===== src/rtl/fifo_pkg.sv =====
// Shared constants and types for the upstream-FIFO read-side environment.
package fifo_pkg;

  localparam int unsigned DATA_W_DEF  = 8;
  localparam int unsigned PKT_LEN_DEF = 4;
  localparam int unsigned BUF_DEPTH   = 3;

  typedef logic [1:0] buf_idx_t;

  function automatic buf_idx_t idx_next(input buf_idx_t idx);
    return (idx == buf_idx_t'(BUF_DEPTH - 1)) ? '0 : idx + 1'b1;
  endfunction

endpackage


===== src/rtl/fifo_rd_skid.sv =====
// Three-entry FIFO-ordered skid buffer; head entry is presented on o_data.
module fifo_rd_skid
  import fifo_pkg::*;
#(
  parameter int unsigned DATA_W = DATA_W_DEF
) (
  input  logic              clk,
  input  logic              rst_n,
  input  logic              i_clear,
  input  logic              i_push,
  input  logic [DATA_W-1:0] i_data,
  input  logic              i_pop,
  output logic [DATA_W-1:0] o_data,
  output logic              o_valid,
  output buf_idx_t          o_count
);

  logic [DATA_W-1:0] r_mem [BUF_DEPTH];
  buf_idx_t          r_rd_ptr;
  buf_idx_t          r_wr_ptr;
  buf_idx_t          r_count;
  logic              w_pop;
  logic              w_push;

  assign w_pop  = i_pop && (r_count != '0);
  // A push into a full buffer is only allowed when the head leaves the same edge.
  assign w_push = i_push && ((r_count != buf_idx_t'(BUF_DEPTH)) || w_pop);

  always_ff @(posedge clk or negedge rst_n) begin
    if (!rst_n) begin
      for (int unsigned i = 0; i < BUF_DEPTH; i++) begin
        r_mem[i] <= '0;
      end
      r_rd_ptr <= '0;
      r_wr_ptr <= '0;
      r_count  <= '0;
    end else if (i_clear) begin
      r_rd_ptr <= '0;
      r_wr_ptr <= '0;
      r_count  <= '0;
    end else begin
      if (w_push) begin
        r_mem[r_wr_ptr] <= i_data;
        r_wr_ptr        <= idx_next(r_wr_ptr);
      end
      if (w_pop) begin
        r_rd_ptr <= idx_next(r_rd_ptr);
      end
      unique case ({w_push, w_pop})
        2'b10:   r_count <= r_count + 1'b1;
        2'b01:   r_count <= r_count - 1'b1;
        default: r_count <= r_count;
      endcase
    end
  end

  assign o_data  = r_mem[r_rd_ptr];
  assign o_valid = (r_count != '0);
  assign o_count = r_count;

endmodule


===== src/rtl/fifo_rd_stream.sv =====
// Converts a synchronous FIFO read port into a valid/ready stream.
// Optional packet framing on m_last is enabled by defining FIFO_RD_LAST_EN.
module fifo_rd_stream
  import fifo_pkg::*;
#(
  parameter int unsigned DATA_W  = DATA_W_DEF,
  parameter int unsigned PKT_LEN = PKT_LEN_DEF
) (
  input  logic              clk,
  input  logic              rst_n,
  input  logic              flush,
  input  logic              empty,
  input  logic [DATA_W-1:0] data_out,
  output logic              rd_en,
  output logic              m_valid,
  input  logic              m_ready,
  output logic [DATA_W-1:0] m_data,
  output logic              m_last,
  output logic [1:0]        buf_count
);

  logic     r_run;
  logic     r_inflight;
  logic     w_rd_en;
  logic     w_valid;
  logic     w_xfer;
  buf_idx_t w_count;
  logic [2:0] w_occupancy;

  // Reads are gated only by registered occupancy, keeping m_ready off the rd_en path.
  assign w_occupancy = {1'b0, w_count} + {2'b00, r_inflight};
  assign w_rd_en     = r_run && !empty && !flush && (w_occupancy < 3'(BUF_DEPTH));
  assign w_xfer      = w_valid && m_ready;

  always_ff @(posedge clk or negedge rst_n) begin
    if (!rst_n) begin
      r_run      <= 1'b0;
      r_inflight <= 1'b0;
    end else begin
      r_run      <= 1'b1;
      r_inflight <= w_rd_en;
    end
  end

  fifo_rd_skid #(
    .DATA_W (DATA_W)
  ) u_skid (
    .clk     (clk),
    .rst_n   (rst_n),
    .i_clear (flush),
    .i_push  (r_inflight),
    .i_data  (data_out),
    .i_pop   (w_xfer),
    .o_data  (m_data),
    .o_valid (w_valid),
    .o_count (w_count)
  );

`ifdef FIFO_RD_LAST_EN
  localparam int unsigned BEAT_W = (PKT_LEN > 1) ? $clog2(PKT_LEN) : 1;

  logic [BEAT_W-1:0] r_beat;
  logic              w_beat_end;

  assign w_beat_end = (r_beat == BEAT_W'(PKT_LEN - 1));

  always_ff @(posedge clk or negedge rst_n) begin
    if (!rst_n) begin
      r_beat <= '0;
    end else if (flush) begin
      r_beat <= '0;
    end else if (w_xfer) begin
      r_beat <= w_beat_end ? '0 : r_beat + 1'b1;
    end
  end

  assign m_last = w_valid && w_beat_end;
`else
  assign m_last = 1'b0;
`endif

  assign rd_en     = w_rd_en;
  assign m_valid   = w_valid;
  assign buf_count = w_count;

endmodule


===== config.mk =====
export PLATFORM = sky130hd
export DESIGN_NAME = fifo_rd_stream
export DESIGN_NICKNAME = d
export VERILOG_FILES = /design/src/rtl/fifo_pkg.sv /design/src/rtl/fifo_rd_skid.sv /design/src/rtl/fifo_rd_stream.sv
export SDC_FILE = /design/constraint.sdc
export NUM_CORES = 1
export LEC_CHECK = 0
export ABC_AREA = 0
export CORE_MARGIN = 3
export CORE_UTILIZATION = 45
export CTS_CLUSTER_DIAMETER = 150
export DETAILED_ROUTE_END_ITERATION = 7
export DONT_BUFFER_PORTS = 1
export HOLD_SLACK_MARGIN = 0.15
export MAX_ROUTING_LAYER = met4
export PLACE_DENSITY = 0.57
export REMOVE_ABC_BUFFERS = 1
export SYNTH_ARGS = -nofsm -noshare
export SYNTH_HDL_FRONTEND = slang
export SYNTH_HIERARCHICAL = 1
export SYNTH_SLANG_ARGS = --single-unit

===== constraint.sdc =====
create_clock -name clk -period 2.2 [get_ports clk]
set_clock_uncertainty 0.1 [all_clocks]
set_input_delay 0.44 -clock clk [delete_from_list [all_inputs] [get_ports clk]]
set_output_delay 0.44 -clock clk [all_outputs]
set_load 0.1 [all_outputs]

Yosys cells after proc, flatten, opt, wreduce, memory -nomap -nowiden

Cells that the tools add are included.

Bitwise operators: 3
Magnitude comparators: 4
Multiplexer cells: 14
Add/subtract/negate cells: 5
Reductions and logical operators: 15
Equal/unequal tests: 5

Operators with widths:

| cell                                                      | number |
|---|---|
| bitwise mux 24 bit                                        | 1 |
| two-way mux 8 bit                                         | 3 |
| binary-select mux 8 bit (select 2 bit)                    | 1 |
| demux 8 bit (select 2 bit)                                | 1 |
| two-way mux 2 bit                                         | 7 |
| logical AND 1 bit                                         | 7 |
| adder 2 x 1 -> 2 bit (second input constant)              | 3 |
| equality test 2 bit (second input constant)               | 3 |
| greater-or-equal comparator 3 bit (second input constant) | 2 |
| NOT 2 -> 3 bit                                            | 2 |
| nonzero test 2 bit                                        | 3 |
| one-hot mux 2 bit (2 select lines)                        | 1 |
| adder 2 x 1 -> 3 bit                                      | 1 |
| < comparator 3 x 1 -> 1 bit (second input constant)       | 1 |
| < comparator 3 x 2 -> 1 bit (second input constant)       | 1 |
| nonzero test 3 bit                                        | 1 |
| equality test 2 x 1 -> 1 bit (second input constant)      | 1 |
| zero test 1 bit                                           | 2 |
| != test 2 bit (second input constant)                     | 1 |
| AND reduction 2 bit                                       | 1 |
| subtractor 2 x 1 -> 2 bit (second input constant)         | 1 |
| logical OR 1 bit                                          | 1 |
| NOT 1 bit                                                 | 1 |

Flip-flop bits (word level): 32
Word-level logic and storage cells: 54
Output and inout port bits: 13

Depth between registers and ports, before layout

Gate-level depths: netlist of the first run.

Depth in word-level cells: 8
Gate-level depth with buffers: 5
Gate-level depth less buffers: 5

Modules after synthesis

Netlist of the first run, hierarchy kept.

By module, submodules not included:

| module         | area an instance (um^2) | instances | cells each |
|---|---|---|---|
| fifo_rd_skid   | 1,423.9                 | 1         | 115 |
| fifo_rd_stream | 111.4                   | 1         | 10 |

Least setup slack after synthesis of the first run

Ideal clock, no wire load.

Path kind: register to output
Start: register u_skid.r_count[0] (netlist: u_skid/o_count[0])
End: output port rd_en
Buffers on the path: 0
Stages on the path, launching flop included: 5
Required time: 1.660 ns
Arrival: 3.342 ns
Path slack: -1.682 ns
Cell sequence: dfrtp_1 -> ha_1 -> ha_1 -> or4b_1 -> a21oi_1

Cells in the longest elaborated chain, start to end: 3

RTL lines:

| item                        | RTL line             | source |
|---|---|---|
| start: declaration          | fifo_rd_skid.sv:21   | `buf_idx_t r_count;` |
| start signal: assignment    | fifo_rd_skid.sv:50   | `2'b10: r_count <= r_count + 1'b1;` |
| start signal: assignment    | fifo_rd_skid.sv:51   | `2'b01: r_count <= r_count - 1'b1;` |
| start signal: assignment    | fifo_rd_skid.sv:52   | `default: r_count <= r_count;` |
| adder 2 x 1 -> 3 bit        | fifo_rd_stream.sv:31 | `assign w_occupancy = {1'b0, w_count} + {2'b00, r_inflight};` |
| < comparator 3 x 2 -> 1 bit | fifo_rd_stream.sv:32 | `assign w_rd_en = r_run && !empty && !flush && (w_occupancy < 3'(BUF_DEPTH));` |
| logical AND 1 bit           | fifo_rd_stream.sv:32 |  |
| end: declaration            | fifo_rd_stream.sv:14 | `output logic rd_en,` |

Every way passes these cells.

Final worst setup path of the first run

Start: register r_inflight
End: output port rd_en

Cells in the longest elaborated chain, start to end: 3

RTL lines:

| item                        | RTL line             | source |
|---|---|---|
| start: declaration          | fifo_rd_stream.sv:23 | `logic r_inflight;` |
| start signal: assignment    | fifo_rd_stream.sv:41 | `r_inflight <= w_rd_en;` |
| adder 2 x 1 -> 3 bit        | fifo_rd_stream.sv:31 |  |
| < comparator 3 x 2 -> 1 bit | fifo_rd_stream.sv:32 |  |
| logical AND 1 bit           | fifo_rd_stream.sv:32 |  |

Every way passes these cells.

==> impl_metrics.toml, run 1 <==
[worst_setup_path]
startpoint_type = "register"
critPathCaptureType = "output pin"
path_max_fanout = 2
crit_required_ps = 1660
critPathArrivalTime_ps = 1900
slowest_stage = "or4b_4"
cpPeakStageDelay_ps = 490
crit_path_cell_trace = "ha_2 -> ha_4 -> or4b_4 -> a21oi_4 -> buf_12"
critPathKind = "reg2out"
critPathBufInv = 1
critPathTopFamily = "simple AND/OR/NAND/NOR gates"

[floorplanning]
core_area_um2 = 3150
die_w_um = 64.4
die_area_um2 = 4150
die_h_um = 64.4
initial_core_util_pct = 48.7
ios = 26
rows = 20

[synthesis]
synth_edf_count = 0
synth-main-ff-cell = "dfrtp_1"
ys_warn_count = 6
synth_seq_cells = 32
syn_inst = 125
syn_area_um2 = 1540
ys_seq_area_share_pct = 52.2
ys_types = 31
synthArstFlopShare_pct = 100
syn_avg_cell_area_um2 = 12.3

[global_route]
antenna_found_initial = 0
grt_pass1_wl_mm = 5.24
grt_usage_pct = 17.4
overflow = 0
grt_max_degree = 33
grt_pass1_vias = 1110

[sta]
holdWs_ps = 172
max_freq_mhz = 410
tns_ps = -240
postLayoutSetupSlackWorst_ps = -240
finalCritPeriodShare_pct = 111
min_period_ps = 2440
finalHoldViolations = 0
drv_slew = 0
rsz0062_at_grt = "yes"
setup_violations = 1

[clock_network]
cts_buffers = 5
clockRootBuffer = "clkbuf_4"
clk_pin_slew_ps = 90
numClockSinks = 32
clock_latency_ps = 320
h-tree-depth = 2
clock_path_buffers = 2
cts_tree = "built"

[run]
cap_violations = 0

[layout]
area_growth_pct = 37.2
fill_cells = 272
layout.nets = 178
final_common_cell = "dfrtp_1"
seqCellArea_um2 = 802
drive_gt1_share_pct = 44.8
fin_util_pct = 66.8
num_antenna_cells = 0
final_cell_mix = "31 x dfrtp_1, 22 x mux2_2, 14 x dlygate4sd3_1"
multi_input_area_um2 = 766

[detailed_routing]
drc = 0
drt-wirelength-per-cell_um = 14.9
first_pass_iters = 4
vias = 1078
ant_nets = 0
drtIter0Drc = 39
vias_per_cell = 5.21
detail_route.wirelength_mm = 3.09

[placed_design]
gp_congestion = 0.700
port-buffer-count = 0
place_ws_ps = 39.8
dp_hpwl_mm = 2.13

[power]
power_density_nw_per_um2 = 767
p_leak_nw = 0.930
ir_drop_v = 0.000432

[worst_hold_path]
hp-class = "in2reg"

[run_status]
failed_checks = "setup timing"
outcome = "finished with violations"
[final timing paths]
check	startpoint	end	slack, ps	cells after the start
setup / recovery	r_inflight	rd_en	-240	5
hold / removal	data_out[3]	u_skid/r_mem[11]	170	1
setup reg to reg	u_skid/o_count[0]	u_skid/r_mem[11]	60	6
hold reg to reg	u_skid/r_mem[7]	u_skid/r_mem[7]	400	1
max in group asynchronous	rst_n	u_skid/r_rd_ptr[1]	1360	2
min in group asynchronous	rst_n	u_skid/r_mem[19]	470	2
[area by class of cell]
class / count / share of cell area, %
Sequential cell: 32 / 38.1
Multi-Input combinational cell: 87 / 36.3
Timing Repair Buffer: 37 / 20.8
Tap cell: 44 / 2.61
Clock buffer: 6 / 1.96
Clock inverter: 1 / 0.238
[cells by family (layout without fill, tap and decap cells)]
family	count (synthesis)	in the layout	synth area share (%)
AOI/OAI and AO/OA	19	19	7.01
adders and majority gates	2	2	1.63
buffers and inverters	6	44	2.36
DFF	32	32	52.2
muxes	32	32	22.8
other	2	2	0.489
and+or+nand+nor	32	32	13.5
[registers in the layout, indices dropped and copies added (netlist names)]
signal	count
r_inflight	1
r_run	1
u_skid/o_count	2
u_skid/r_mem	24
u_skid/r_rd_ptr	2
u_skid/r_wr_ptr	2
[cells in the mapped netlist (2+ instances only)]
master	n	share of area (%)
nand2b_1	3	1.2
a21oi_1	4	1.3
nand3_2	3	2.0
and2_1	2	0.81
ha_1	2	1.6
mux2i_1	8	5.2
conb_1	2	0.49
nor3b_2	2	1.6
nor2b_1	3	1.2
nand2_1	11	2.7
o21ai_0	11	3.6
dfrtp_1	32	52
mux2_2	22	16
mux2_1	2	1.5
buf_2	2	0.65
[stage by stage]
stage / instance area [um2] / instances / total power [mW]
floorplan: 1500 / 119 / 1.06
global placement: 1860 / 184 / 1.27
detailed placement: 1860 / 184 / 1.28
CTS: 2020 / 201 / 1.62
global route: 2110 / 207 / 1.69
finish: 2110 / 207 / 1.62
[routing by layer]
metal	global-route usage (%)	wire [um]	vias to the layer above
met2	26.7	1580	18
met4	5.54	43	0
met1	22.5	1390	535
met5	-	0	-
li1	-	-	520
met3	4.68	84	5
[worst reg2reg max path, stage by stage, from the launching register on]
cell	delay, ps
dfrtp_1	390
buf_4	160
or2_2	280
and2_1	170
nand3b_2	270
nand3_2	280
mux2_2	380
[what timing repair did]
| action | in CTS | in global routing |
|---|---|---|
| buffers inserted | 0 | 1 |
| endpoints found under the setup margin | 1 | 10 |
| hold endpoints to repair | 49 | 9 |
| hold buffers | 10 | 5 |
| resized for setup | 2 | 5 |
| pin swaps | 2 | 0 |
[where the power goes]
| part | internal [mW] | switching [mW] |
|---|---|---|
| logic | 0.240 | 0.388 |
| clock network | 0.118 | 0.192 |
| registers | 0.648 | 0.0302 |
(Power assumes the default switching activity.)
==> run 2: changes to the inputs <==
--- a/config.mk
+++ b/config.mk
@@ -6,14 +6,17 @@
 export NUM_CORES = 1
 export LEC_CHECK = 0
 export ABC_AREA = 0
+export ABC_CLOCK_PERIOD_IN_PS = 2200
+export CELL_PAD_IN_SITES_DETAIL_PLACEMENT = 0
+export CELL_PAD_IN_SITES_GLOBAL_PLACEMENT = 2
 export CORE_MARGIN = 3
-export CORE_UTILIZATION = 45
+export CORE_UTILIZATION = 41
 export CTS_CLUSTER_DIAMETER = 150
 export DETAILED_ROUTE_END_ITERATION = 7
 export DONT_BUFFER_PORTS = 1
 export HOLD_SLACK_MARGIN = 0.15
 export MAX_ROUTING_LAYER = met4
-export PLACE_DENSITY = 0.57
+export PLACE_DENSITY = 0.74
 export REMOVE_ABC_BUFFERS = 1
 export SYNTH_ARGS = -nofsm -noshare
 export SYNTH_HDL_FRONTEND = slang
==> run 2 against run 1 <==
Effect of this change:
- the run still ends with setup timing left
- critical path depth stayed put
- via count fell by 3.6%
- register-to-register slack improved by 70 ps
- hold slack better by 20 ps
- design area decreased by 3.7%
- flip-flop and latch count is the same
- die area grew 8.8%
- utilization fell by 8.3 points
- clock power rose by 33%
- cell count shrank 4.8%
- highest routed layer unchanged
- non-clock buffer count down 14
==> impl_metrics.toml, run 2 (synthesis results as in run 1) <==
[sta]
rsz0062_at_grt = "yes"
postLayoutSetupSlackWorst_ps = -224
setup_violations = 1
finalHoldViolations = 0
tns_ps = -224
drv_slew = 0
min_period_ps = 2420
finalCritPeriodShare_pct = 110
max_freq_mhz = 413

[layout]
area_growth_pct = 32.1
drive_gt1_share_pct = 47.7
final_cells = 197
num_antenna_cells = 0
fin_util_pct = 58.5
final_common_cell = "dfrtp_1"
final_cell_mix = "31 x dfrtp_1, 22 x mux2_2, 11 x buf_4, 11 x nand2_1, 10 x buf_12"
regMostFlops = "u_skid/r_mem"
layout.nets = 166
largest_reg_flops = 24

[floorplanning]
initial_core_util_pct = 44.3
ios = 26
die_h_um = 67.2
die_area_um2 = 4510
die_w_um = 67.2
core_area_um2 = 3470
rows = 21

[run_status]
failed_checks = "setup timing"
outcome = "finished with violations"

[worst_setup_path]
reg2reg_from = "u_skid/o_count[0]"
startpoint_type = "register"
critPathArrivalTime_ps = 1880
path_max_fanout = 2
critPathCaptureType = "output pin"
reg2regPathDepth = 6
crit_required_ps = 1660
critPathKind = "reg2out"
r2r-end = "u_skid/r_mem[5]"
r2r_slack_ps = 130

[global_route]
grt_usage_pct = 16.2
grt_pass1_vias = 1079
grt_pass1_wl_mm = 5.16
antenna_found_initial = 0
grt_max_degree = 33
overflow = 0

[placed_design]
gp_congestion = 0.791
dp_cells = 185
port-buffer-count = 0
dp_hpwl_mm = 2.20

[clock_network]
clockRootBuffer = "clkbuf_8"
clk_pin_slew_ps = 60
cts_setup_buffers = 0
clock_path_buffers = 2
cts_buffers = 5
h-tree-depth = 2
numClockSinks = 32
clock_latency_ps = 280
cts_tree = "built"

[power]
switchingPower_mw = 0.611
power.internal_mw = 1.09
pwr-share-comb_pct = 35.8
ir_drop_v = 0.000444
p_clk_share_pct = 24.3
power_density_nw_per_um2 = 838
p_leak_nw = 0.918
p_sw_share_pct = 36.0
p_seq_share_pct = 39.9
power_mw = 1.70

[detailed_routing]
detail_route.wirelength_mm = 3.28
drc = 0
vias_per_cell = 5.27
drtIter0Drc = 42
vias = 1039
first_pass_iters = 4
drt-wirelength-per-cell_um = 16.7
ant_nets = 0

[worst_hold_path]
hp-class = "in2reg"
hold_depth = 1
hold_end = "u_skid/r_mem[7]"
hold_path_startpoint = "data_out[7]"

[run]
cap_violations = 0
## run 2: critical path, cell delays in order (launching register included)
cell     delay, ps
dfrtp_1        400
ha_2           190
ha_2           160
or4b_1         480
a21oi_2        170
buf_12         200
## run 2: per-stage QoR
stage	setup WS [ps]	hold WS (ps)	area (um2)
2_1_floorplan	-1680	44.4	1500
3_3_place_gp	50.0	45.6	1850
3_5_place_dp	-1.42	45.5	1850
4_1_cts	-231	188	1980
5_1_grt	-263	193	2030
6_report	-224	192	2030
## run 2: worst max-delay path by stage
stage / start / to / slack [ps] / cells past startpoint
after global placement: u_skid/o_count[0] / rd_en / 50 / 5
after CTS: r_inflight / rd_en / -230 / 5
after detailed placement: u_skid/o_count[0] / rd_en / -1 / 5
final: r_inflight / rd_en / -220 / 5
after global routing: u_skid/o_count[0] / rd_en / -260 / 5
after floorplan: u_skid/o_count[0] / rd_en / -1680 / 4
## run 2: routing by layer
layer	track usage, %	share of wire, %
met5	-	0
met4	7.59	1.6
met3	4.49	4.1
met2	23.6	49
met1	20.8	45
## run 2: power by group through the flow
stage                     Sequential [mW]  Clock (mW)  Combinational [mW]
final                               0.678       0.412               0.609
after CTS                           0.678       0.428               0.610
after floorplan                     0.683           0               0.377
after global routing                0.687       0.457               0.631
after global placement              0.684           0               0.583
after detailed placement            0.688           0               0.588
## run 2: timing repair
action | in CTS | in global routing
gates resized for setup | 2 | 5
setup endpoints to repair | 1 | 26
cloned | 0 | 2
hold buffers | 3 | 0
pin swaps | 2 | 2
hold endpoints to repair | 36 | 0
## run 2: area by class of cell
type | count | area (um2)
Fill cell | 312 | 1440
Sequential cell | 32 | 802
Multi-Input combinational cell | 89 | 788
Timing Repair Buffer | 23 | 303
Clock buffer | 6 | 72.6
Tap cell | 46 | 57.6
Clock inverter | 1 | 5.00
==> run 3: changes to the inputs <==
--- a/config.mk
+++ b/config.mk
@@ -18,6 +18,7 @@
 export MAX_ROUTING_LAYER = met4
 export PLACE_DENSITY = 0.74
 export REMOVE_ABC_BUFFERS = 1
+export SKIP_CTS_REPAIR_TIMING = 1
 export SYNTH_ARGS = -nofsm -noshare
 export SYNTH_HDL_FRONTEND = slang
 export SYNTH_HIERARCHICAL = 1
==> run 3 against run 2 <==
Effect of this change:
- critical endpoint unchanged
- utilization unchanged
- sequential power about the same
- design area unchanged
- register-to-register slack about the same
- global-route usage down 0.22 points
- largest cell class unchanged
- the run still ends with setup timing left
- cell count unchanged
- non-clock buffer count unchanged
==> impl_metrics.toml, run 3 (synthesis results as in run 1) <==
[run_status]
outcome = "finished with violations"
failed_checks = "setup timing"

[sta]
max_freq_mhz = 413
holdWs_ps = 192
rsz0062_at_grt = "yes"
postLayoutSetupSlackWorst_ps = -223
drv_slew = 0
finalCritPeriodShare_pct = 110
min_period_ps = 2420
finalHoldViolations = 0
setup_violations = 1

[power]
ir_drop_v = 0.000449
p_leak_nw = 0.918
power_density_nw_per_um2 = 839

[worst_setup_path]
cpMostUsedCell = "ha_2"
critPathCaptureType = "output pin"
reg2regPathDepth = 6
crit_required_ps = 1660
crit_path_cell_trace = "ha_2 -> ha_2 -> or4b_1 -> a21oi_2 -> buf_12"
startpoint_type = "register"
slowest_stage = "or4b_1"
path_max_fanout = 3
critPathArrivalTime_ps = 1880
critPathKind = "reg2out"
cpPeakStageDelay_ps = 480

[detailed_routing]
drtIter0Drc = 25
drc = 0
drt-wirelength-per-cell_um = 16.8
detail_route.wirelength_mm = 3.31
ant_nets = 0
vias = 1024
vias_per_cell = 5.20
first_pass_iters = 2

[layout]
final_cell_mix = "31 x dfrtp_1, 22 x mux2_2, 11 x buf_4, 11 x nand2_1, 10 x buf_12"
layout.nets = 166
regMostFlops = "u_skid/r_mem"
design_area_um2 = 2030
area_growth_pct = 32.1
final_common_cell = "dfrtp_1"
drive_gt1_share_pct = 47.7
largest_reg_flops = 24
num_antenna_cells = 0
fin_util_pct = 58.5

[clock_network]
clockRootBuffer = "clkbuf_8"
h-tree-depth = 2
cts_tree = "built"
cts_buffers = 5
clock_path_buffers = 2
clock_latency_ps = 280
clk_pin_slew_ps = 60
numClockSinks = 32

[floorplanning]
core_area_um2 = 3470
die_w_um = 67.2
die_h_um = 67.2
initial_core_util_pct = 44.3
ios = 26
die_area_um2 = 4510
rows = 21

[placed_design]
dpl_cell_area_um2 = 1850
gp_congestion = 0.791
dp_hpwl_mm = 2.20
place_ws_ps = -1.42
port-buffer-count = 0

[worst_hold_path]
hp-class = "in2reg"
hold_depth = 1

[global_route]
grt_usage_pct = 16.0
grt_pass1_wl_mm = 5.09
grt_max_degree = 33
antenna_found_initial = 0
overflow = 0
grt_pass1_vias = 1072

[run]
cap_violations = 0
## run 3: cell counts in the layout (fill, tap and decap cells not counted)
Identical to the previous run, type by type.
## run 3: final cells by class
class | count | area (um2)
clock inverter | 1 | 5.00
tap | 46 | 57.6
clock buffer | 6 | 72.6
multi-input combinational | 89 | 788
fill | 315 | 1440
timing repair buffer | 23 | 303
sequential | 32 | 802
## run 3: critical path: cells and delay by family, from the launching register on
| family | cells | cell delay [ps] |
|---|---|---|
| AOI/OAI and AO/OA | 1 | 170 |
| adders and majority gates | 2 | 340 |
| buffers and inverters | 1 | 200 |
| DFF | 1 | 410 |
| and+or+nand+nor | 1 | 480 |
## run 3: power breakdown
group | leakage [nW] | internal [mW] | switching [mW]
logic | 0.455 | 0.225 | 0.385
registers | 0.422 | 0.649 | 0.0296
clock network | 0.0410 | 0.214 | 0.198
## run 3: path summary, 6_finish.rpt
kind,slack [ps],from,to
setup / recovery,-220,u_skid/o_count[0],rd_en
hold / removal,190,data_out[7],u_skid/r_mem[7]
setup reg to reg,120,u_skid/o_count[0],u_skid/r_mem[5]
hold reg to reg,400,u_skid/r_mem[0],u_skid/r_mem[0]
max in group asynchronous,1300,rst_n,u_skid/r_rd_ptr[1]
min in group asynchronous,510,rst_n,u_skid/r_mem[8]
## run 3: per-layer routing
metal / global-route usage, % / part of all wire (%)
met1: 20.2 / 45
met2: 23.6 / 50
met3: 4.49 / 4.0
met4: 7.59 / 1.7
met5: - / 0
## run 3: stage by stage
step / total power, mW / TNS, ps / cells
floorplan: 1.06 / -30420 / 119
CTS: 1.70 / -314 / 192
global placement: 1.27 / 0 / 185
finish: 1.70 / -223 / 197
global route: 1.78 / -263 / 197
detailed placement: 1.28 / -1.42 / 185
